File: config.mk
export PLATFORM = sky130hd
export DESIGN_NAME = display_write_sequencer
export DESIGN_NICKNAME = d
export VERILOG_FILES = /design/src/rtl/display_write_sequencer.sv
export SDC_FILE = /design/constraint.sdc
export NUM_CORES = 1
export LEC_CHECK = 0
export ABC_AREA = 1
export BUFFER_PORTS_ARGS = -buffer_cell sky130_fd_sc_hd__buf_2
export CORE_ASPECT_RATIO = 1.1
export CORE_MARGIN = 10
export CORE_UTILIZATION = 27
export CTS_CLUSTER_DIAMETER = 100
export CTS_CLUSTER_SIZE = 8
export DETAILED_ROUTE_END_ITERATION = 10
export PLACE_DENSITY = 0.57
export SETUP_SLACK_MARGIN = 0.02
export SYNTH_ARGS = -nofsm -noshare
export SYNTH_HDL_FRONTEND = slang
export SYNTH_SLANG_ARGS = --single-unit
File: constraint.sdc
create_clock -name clock_in -period 1.3 [get_ports clock_in]
set_clock_uncertainty 0.2 [all_clocks]
set_input_delay 0.13 -clock clock_in [delete_from_list [all_inputs] [get_ports clock_in]]
set_output_delay 0.13 -clock clock_in [all_outputs]
set_load 0.1 [all_outputs]
File: src/rtl/display_write_sequencer.sv
// display_write_sequencer
// Write-side owner of the double-buffered display memory: arbitrates
// requester pixel writes against the post-switch clear engine, paces all
// write strobes by WRITE_SPACING, and sequences the buffer-switch pulse.
// Optional feature macro: CLEAR_ON_SWITCH_EN (clear the new back buffer
// after every switch). Without it, WAIT_FRAME returns straight to IDLE.
module display_write_sequencer #(
  parameter int WRITE_SPACING = 2,
  parameter int PIXEL_COUNT   = 256000
) (
  input  logic        clock_in,
  input  logic        reset_in,
  input  logic        req_valid_in,
  input  logic [17:0] req_address_in,
  input  logic [3:0]  req_data_in,
  output logic        req_ready_out,
  input  logic        show_in,
  input  logic [3:0]  clear_color_in,
  input  logic        frame_start_in,
  output logic        pixel_write_enable_out,
  output logic [17:0] pixel_write_address_out,
  output logic [3:0]  pixel_write_data_out,
  output logic        switch_write_buffer_out,
  output logic        busy_out
);

  localparam logic [18:0] ADDR_LIMIT   = 19'(PIXEL_COUNT);
  localparam logic [1:0]  SPACING_LOAD = 2'(WRITE_SPACING - 1);
  localparam logic [1:0]  SWITCH_LAST  = 2'd2;

  typedef enum logic [1:0] {
    ST_IDLE       = 2'd0,
    ST_SWITCH     = 2'd1,
`ifdef CLEAR_ON_SWITCH_EN
    ST_WAIT_FRAME = 2'd2,
    ST_CLEAR      = 2'd3
`else
    ST_WAIT_FRAME = 2'd2
`endif
  } state_t;

  state_t      state_q, state_d;
  logic [1:0]  switch_cnt_q, switch_cnt_d;
  logic [1:0]  spacing_q, spacing_d;
  logic        we_q, we_d;
  logic [17:0] addr_q, addr_d;
  logic [3:0]  data_q, data_d;
  logic        req_accept;
  logic        req_in_range;

`ifdef CLEAR_ON_SWITCH_EN
  localparam logic [17:0] LAST_ADDR = 18'(PIXEL_COUNT - 1);
  logic [17:0] clear_cnt_q, clear_cnt_d;
  logic        clear_last_q, clear_last_d;
  logic [3:0]  color_q, color_d;
`else
  logic        unused_clear_color;
  assign unused_clear_color = ^clear_color_in;
`endif

  // Requester handshake: only in IDLE, yields to show_in and to write pacing.
  always_comb begin
    req_ready_out = (state_q == ST_IDLE) && !show_in &&
                    (spacing_q == '0) && !reset_in;
    req_accept    = req_ready_out && req_valid_in;
    req_in_range  = ({1'b0, req_address_in} < ADDR_LIMIT);
  end

  // Next-state, strobe generation and pacing.
  always_comb begin
    state_d      = state_q;
    switch_cnt_d = switch_cnt_q;
    spacing_d    = (spacing_q != '0) ? spacing_q - 2'd1 : '0;
    we_d         = 1'b0;
    addr_d       = addr_q;
    data_d       = data_q;
`ifdef CLEAR_ON_SWITCH_EN
    clear_cnt_d  = clear_cnt_q;
    clear_last_d = clear_last_q;
    color_d      = color_q;
`endif

    case (state_q)
      ST_IDLE: begin
        if (show_in) begin
          state_d      = ST_SWITCH;
          switch_cnt_d = '0;
`ifdef CLEAR_ON_SWITCH_EN
          color_d      = clear_color_in;
`endif
        end else if (req_accept && req_in_range) begin
          we_d      = 1'b1;
          addr_d    = req_address_in;
          data_d    = req_data_in;
          spacing_d = SPACING_LOAD;
        end
      end

      ST_SWITCH: begin
        if (switch_cnt_q == SWITCH_LAST) begin
          state_d      = ST_WAIT_FRAME;
          switch_cnt_d = '0;
        end else begin
          switch_cnt_d = switch_cnt_q + 2'd1;
        end
      end

      ST_WAIT_FRAME: begin
        if (frame_start_in) begin
`ifdef CLEAR_ON_SWITCH_EN
          state_d      = ST_CLEAR;
          clear_cnt_d  = '0;
          clear_last_d = 1'b0;
`else
          state_d      = ST_IDLE;
`endif
        end
      end

`ifdef CLEAR_ON_SWITCH_EN
      // clear_last_q marks that the final strobe is on the bus this cycle,
      // so IDLE is reached on the cycle after it rather than with it.
      ST_CLEAR: begin
        if (clear_last_q) begin
          state_d = ST_IDLE;
        end else if (spacing_q == '0) begin
          we_d      = 1'b1;
          addr_d    = clear_cnt_q;
          data_d    = color_q;
          spacing_d = SPACING_LOAD;
          if (clear_cnt_q == LAST_ADDR) begin
            clear_last_d = 1'b1;
          end else begin
            clear_cnt_d = clear_cnt_q + 18'd1;
          end
        end
      end
`endif

      default: begin
        state_d = ST_IDLE;
      end
    endcase
  end

  // State and output registers with synchronous reset.
  always_ff @(posedge clock_in) begin
    if (reset_in) begin
      state_q      <= ST_IDLE;
      switch_cnt_q <= '0;
      spacing_q    <= '0;
      we_q         <= 1'b0;
      addr_q       <= '0;
      data_q       <= '0;
`ifdef CLEAR_ON_SWITCH_EN
      clear_cnt_q  <= '0;
      clear_last_q <= 1'b0;
      color_q      <= '0;
`endif
    end else begin
      state_q      <= state_d;
      switch_cnt_q <= switch_cnt_d;
      spacing_q    <= spacing_d;
      we_q         <= we_d;
      addr_q       <= addr_d;
      data_q       <= data_d;
`ifdef CLEAR_ON_SWITCH_EN
      clear_cnt_q  <= clear_cnt_d;
      clear_last_q <= clear_last_d;
      color_q      <= color_d;
`endif
    end
  end

  // Output decode: switch pulse covers the first two SWITCH cycles.
  always_comb begin
    pixel_write_enable_out  = we_q;
    pixel_write_address_out = addr_q;
    pixel_write_data_out    = data_q;
    switch_write_buffer_out = (state_q == ST_SWITCH) && (switch_cnt_q != SWITCH_LAST);
    busy_out                = (state_q != ST_IDLE);
  end

endmodule

Yosys cells after proc, flatten, opt, wreduce, memory -nomap -nowiden. Cells that the tools add are included.

Reductions and logical operators: 17. Add/sub/neg operators: 2. Equality and inequality tests: 7. Magnitude comparators: 1. Bitwise gates (word level): 2. Mux-type cells: 12.

Operators with widths (count): 18-bit less-than comparator (second input constant) (1); 2-bit two-way mux (9); 2-bit != test (second input constant) (4); 1-bit logical AND (6); 2-bit one-hot mux with 3 select lines (1); 3-bit AND reduction (2); 2-bit nonzero test (3); 2-bit equality test (second input constant) (2); 2-bit zero test (2); 2-bit one-hot mux with 2 select lines (1); 3-bit OR reduction (1); 2-bit by 1-bit adder with 2-bit output (second input constant) (1); 2-bit by 1-bit equality test with 1-bit output (second input constant) (1); 1-bit zero test (2); 1-bit inverter (2); 2-bit AND reduction (1); 2-bit by 1-bit subtractor with 2-bit output (second input constant) (1); 1-bit two-way mux (1).

Input port bits: 31. Logic and storage cells: 47. Output and inout port bits: 26. Register bits after elaboration: 29.

Depth between registers and ports, before layout.
Depth in word-level cells: 9. Mapped depth: 7. Mapped depth without buffers: 6.

Worst setup path after synthesis. Ideal clock, no wire load.

Path kind: register -> register. From: register state_q[0]. To: register state_q[0]. Required time: 1.028 ns. Arrival time: 2.133 ns. Path buffers: 0. Path slack: -1.105 ns. Period minus slack after synthesis: 2.405 ns. Stages on the path, launching flop included: 5. Library setup time: 0.072 ns. Cells stage by stage: dfxtp_1 > nand2_1 > a21oi_1 > a21oi_1 > nor2_1.

Cells in the longest elaborated chain, start to end: 3. Elaborated cells between the ends (all ways): 8. Classes of those cells: 5 x eq/ne; 1 x mux; 2 x reduce/logical.

Ends and longest elaborated chain: start: declaration (RTL line 42) `state_t state_q, state_d;`; start signal: assignment (RTL line 161) `state_q <= state_d;`; 2-bit by 1-bit equality test with 1-bit output (tied with other cells) (RTL line 83) `case (state_q)`; 2-bit != test (no source line); 3-bit AND reduction (no source line).

Parallel ways exist; a longest one is shown, timed or not. A chain may end at the register's enable or synchronous reset.

Final worst setup path.
From: register spacing_q[1]. To: output port req_ready_out.

Cells in the longest elaborated chain, start to end: 3.

Ends and longest elaborated chain: start: declaration (RTL line 44) `logic [1:0] spacing_q, spacing_d;`; start signal: assignment (RTL line 163) `spacing_q <= spacing_d;`; 2-bit zero test (RTL line 64) `(spacing_q == '0) && !reset_in;`; 1-bit logical AND (RTL line 63) `req_ready_out = (state_q == ST_IDLE) && !show_in &&`; 1-bit logical AND (RTL line 64); end: declaration (RTL line 16) `output logic req_ready_out,`.

Every way passes these cells.

==> results <==
- The run finished, with violations left.
- The final reports fail on setup timing.
- The first global-routing pass estimated 6840 um of wire.
- For this run, the top clock speed supported by timing is 0.660 GHz.
- The initial antenna violation count came to 0.
- Final hold analysis gives a worst-case slack of 0.00487 ns.
- In this run, synthesis produced a sequential element count of 29.
- The logic depth of the worst path, buffers included is 5.
- The total die area is 7870 um^2.
- The die outline height is 92.0 um.
- The area added between synthesis and finish is 98.9%.
- The final net count is 312.
- At the pin with the least slew margin, the transition time is 0.259 ns.
- The dominant combinational cell family by area after synthesis is simple AND/OR/NAND/NOR gates.
- The design draws 2.75 mW.
- The critical path's largest stage delay is 0.33 ns.
- The routed design has 4040 um of wire.
- The worst reg-to-reg path cell count is 7.
- The distinct cell type count of the synthesized netlist is 18.
- For the worst-skew pair, the clock arrives at the later sink with an insertion delay of 0.27 ns.
- Buffers placed on the I/O ports in this run total 52.
- The remaining antenna violation count is 0.
- The total via count in the routed design is 1,431.
- The net count after synthesis is 219.
- The number of remaining DRC errors is 0.
- In this run the critical register-to-register path is launched from spacing_q[1]$_SDFF_PP0_.
- The HPWL after detailed placement is 2860 um.
- The classification of the worst setup path is register to output pin.
- Entering global routing, the biggest net connects 16 pins.
- In this run the biggest area consumer among cell types represents 45.6% of the synthesized area.
- In this run the mean area of a mapped cell was 6.78 um^2.
- Global routing used 10.6% of the available tracks across all layers.
- For this design, the slowest cell found on the critical path is sky130_fd_sc_hd__dfxtp_2.
- The worst hold path cell count is 4.
- The multiplexer fraction of the synthesized cell area is 0%.
- The critical path launch point type is a register.
- The total cell area at the placement stage is 2120 um^2.
- Among all cell types in the netlist, the one instantiated most often is sky130_fd_sc_hd__nor2_1.
- Setup repair after global routing could not meet its margin everywhere.
- Of the synthesized area, sequential elements account for 45.6%.
- The total negative setup slack is -2.54 ns.
- The post-place setup slack is -0.0632 ns.
- The clock tree from TritonCTS is built.
- Of the total synthesized cell area, the portion taken by full adders, half adders and majority gates is 0%.
- The synthesized netlist devotes 0% of its cell area to XOR and XNOR gates.
- The number of slew-limit violations in the final report is 0.
- In this run the worst path has a maximum fanout of 2.
- Dividing total power by cell area gives a power density of 1080 nW/um^2.
- Using the TritonRoute via totals, the vias-per-cell ratio works out to 4.23.
- The capturing element type of the critical path is an output pin.
- The clock-pin slew on the worst setup and hold paths is 0.06 ns.
- The first routing iteration left 34 violations.
- The CTS root buffer is sky130_fd_sc_hd__clkbuf_8.
- The largest delay contributor family on the critical path is buffers and inverters.
- The final design area excluding fillers is 2530 um^2.
- The number of antenna diodes in the final layout is 0.
- The boundary pin count is 57.
- The worst flop-to-flop path endpoint is pixel_write_data_out[0]$_SDFFE_PP0P_.
- The die boundary width is 85.5 um.
- By area the synthesized netlist is led by sky130_fd_sc_hd__dfxtp_1 (46%), sky130_fd_sc_hd__nor2_1 (15%), sky130_fd_sc_hd__nand3_1 (9.4%), sky130_fd_sc_hd__nand2_1 (8.8%), sky130_fd_sc_hd__inv_1 (8.5%).
- Yosys printed 0 warnings.
- The clock buffer count from CTS is 5.
- Of all flip-flops after synthesis, the portion carrying an async set or reset was 0%.
- Across all register-to-register paths, the minimum setup slack is -0.11 ns.
- The average wire per cell in the routed design is 12.0 um.
- Walking the worst path, the cells encountered are nor2_4 -> nand3_2 -> buf_6 -> clkinvlp_4 -> buf_12.
- The area share of and/or/nand/nor cells after synthesis is 38.0%.
- The largest area contributor in the synthesized netlist is sky130_fd_sc_hd__dfxtp_1.
- The number of instances in the synthesized netlist is 188.
- In this run the tightest slew margin relative to its limit is 82.7%.
- The commonest cells after synthesis are sky130_fd_sc_hd__nor2_1 (51), sky130_fd_sc_hd__nand2_1 (30), sky130_fd_sc_hd__dfxtp_1 (29), sky130_fd_sc_hd__inv_1 (29), sky130_fd_sc_hd__nand3_1 (24).
- Summing the areas of all compound-gate instances in the mapped netlist gives 3.73% of the synthesized area.
- The first detailed-routing pass took 4 iterations.
- The cell area after synthesis is 1270 um^2.
- The sum of overflow across all layers after global routing is 0.
- The initial standard-cell utilization of the core is 27.6%.
- The number of levels in the clock H-tree is 2.
- CTS saw 29 sinks.
- The number of flops mapped to enable cells by yosys is 0.
- After filler insertion, the fill cell instance count of the layout stands at 446.
- The start point of the critical path is spacing_q[1]$_SDFF_PP0_.
- The area of the core is 4620 um^2.
- The data required time at the worst endpoint is 0.97 ns.
- The leakage power summed over all cells is 1.19 nW.
- The worst IR drop on VDD is 0.614 mV.
- The global placer's final weighted congestion is 0.715.
- For the finished layout, the period the worst path requires is 1.52 ns.
- The endpoint of the most critical setup path is req_ready_out.
- The data arrival time of the worst path is 1.19 ns.
- Max-cap violations in this run came to 0.
- Setup violations remaining at the end of the flow were counted as 25.
- The number of standard-cell rows in the floorplan is 26.
- The count of buffer and inverter cells on the critical path is 3.
- The primary flip-flop cell chosen by synthesis mapping is sky130_fd_sc_hd__dfxtp_1.
- The number of hold-slack violations in the final timing report was 0.
- The ratio of final minimum period to clock period is 117%.
- The buffer depth of the longest clock path is 2.
- The worst hold path belongs to the class primary input to register.
- The number of global-route vias before repair is 1,482.
- The fraction of final layout cells sized beyond drive strength 1 is 40.4%.
- The final worst slack is -0.216 ns.
-- tightest hold or removal path, delay by kind of cell --
kind / cells / cell delay, ns
and+or+nand+nor: 1 / 0.05
buffers and inverters: 1 / 0.13
AOI/OAI and AO/OA: 2 / 0.12
-- repair_timing --
action | CTS | global route
pin swaps | 2 | 2
setup endpoints to repair | 25 | 28
resized for setup | 9 | 2
endpoints found under the hold margin | 25 | 0
hold buffers | 22 | 0
setup buffers | 5 | 0
-- sequential cells by signal, summed over array words and instances, names as in the netlist --
| name | count |
|---|---|
| pixel_write_enable_out | 1 |
| switch_cnt_q | 2 |
| pixel_write_data_out | 4 |
| pixel_write_address_out | 18 |
| state_q | 2 |
| spacing_q | 2 |
-- cell families after synthesis --
group,count (synthesis)
and+or+nand+nor,113
buffers and inverters,37
DFF,29
AOI/OAI and AO/OA,9
-- per-layer routing --
layer,GRT usage [%],wire (um)
met5,0,0
met1,11.0,1640
met2,17.8,1940
met4,3.71,48
met3,5.66,417
-- final cells by class --
type / count / area (um^2) / share of cell area, %
Inverter: 29 / 113 / 4.44
Sequential cell: 29 / 611 / 24.1
Multi-Input combinational cell: 122 / 572 / 22.6
Clock inverter: 1 / 30.0 / 1.19
Timing Repair Buffer: 94 / 1050 / 41.5
Tap cell: 56 / 70.1 / 2.77
Clock buffer: 7 / 86.3 / 3.41
-- per-stage QoR --
| stage | cells | util, % |
|---|---|---|
| global placement | 303 | 46.0 |
| floorplan | 188 | - |
| global route | 338 | 54.8 |
| CTS | 338 | 54.8 |
| detailed placement | 303 | 46.0 |
| finish | 338 | 54.8 |
-- power breakdown --
part	switching (mW)	internal (mW)	leakage, nW
Clock	0.326	0.624	0.0585
Sequential	0.0433	0.940	0.247
Combinational	0.481	0.334	0.886
Total	0.851	1.90	1.19
-- cells in the final DEF, fill, tap and decap left out, types with 2 or more instances in the layout --
master and instances:
sky130_fd_sc_hd__nor2_4 3, sky130_fd_sc_hd__nor3_1 2, sky130_fd_sc_hd__dlygate4sd3_1 22, sky130_fd_sc_hd__buf_4 14, sky130_fd_sc_hd__a21oi_1 4, sky130_fd_sc_hd__dfxtp_1 5, sky130_fd_sc_hd__o21ai_0 2, sky130_fd_sc_hd__inv_1 27
sky130_fd_sc_hd__nand2_1 29, sky130_fd_sc_hd__buf_2 26, sky130_fd_sc_hd__nand3_1 23, sky130_fd_sc_hd__dfxtp_2 24, sky130_fd_sc_hd__buf_6 5, sky130_fd_sc_hd__nor2_1 50, sky130_fd_sc_hd__buf_12 27, sky130_fd_sc_hd__clkbuf_8 6
-- how the worst min path moves through the flow --
stage,from,endpoint,slack [ns]
after floorplan,reset_in,spacing_q[1]$_SDFF_PP0_,-0.006
after global placement,show_in,state_q[0]$_SDFFE_PP0P_,0.23
after detailed placement,show_in,state_q[0]$_SDFFE_PP0P_,0.23
after CTS,req_valid_in,spacing_q[0]$_SDFF_PP0_,0.003
after global routing,show_in,switch_cnt_q[1]$_SDFFE_PP0P_,0.01
final,show_in,switch_cnt_q[1]$_SDFFE_PP0P_,0.005
No activity file was read; power rests on OpenSTA's default activity.
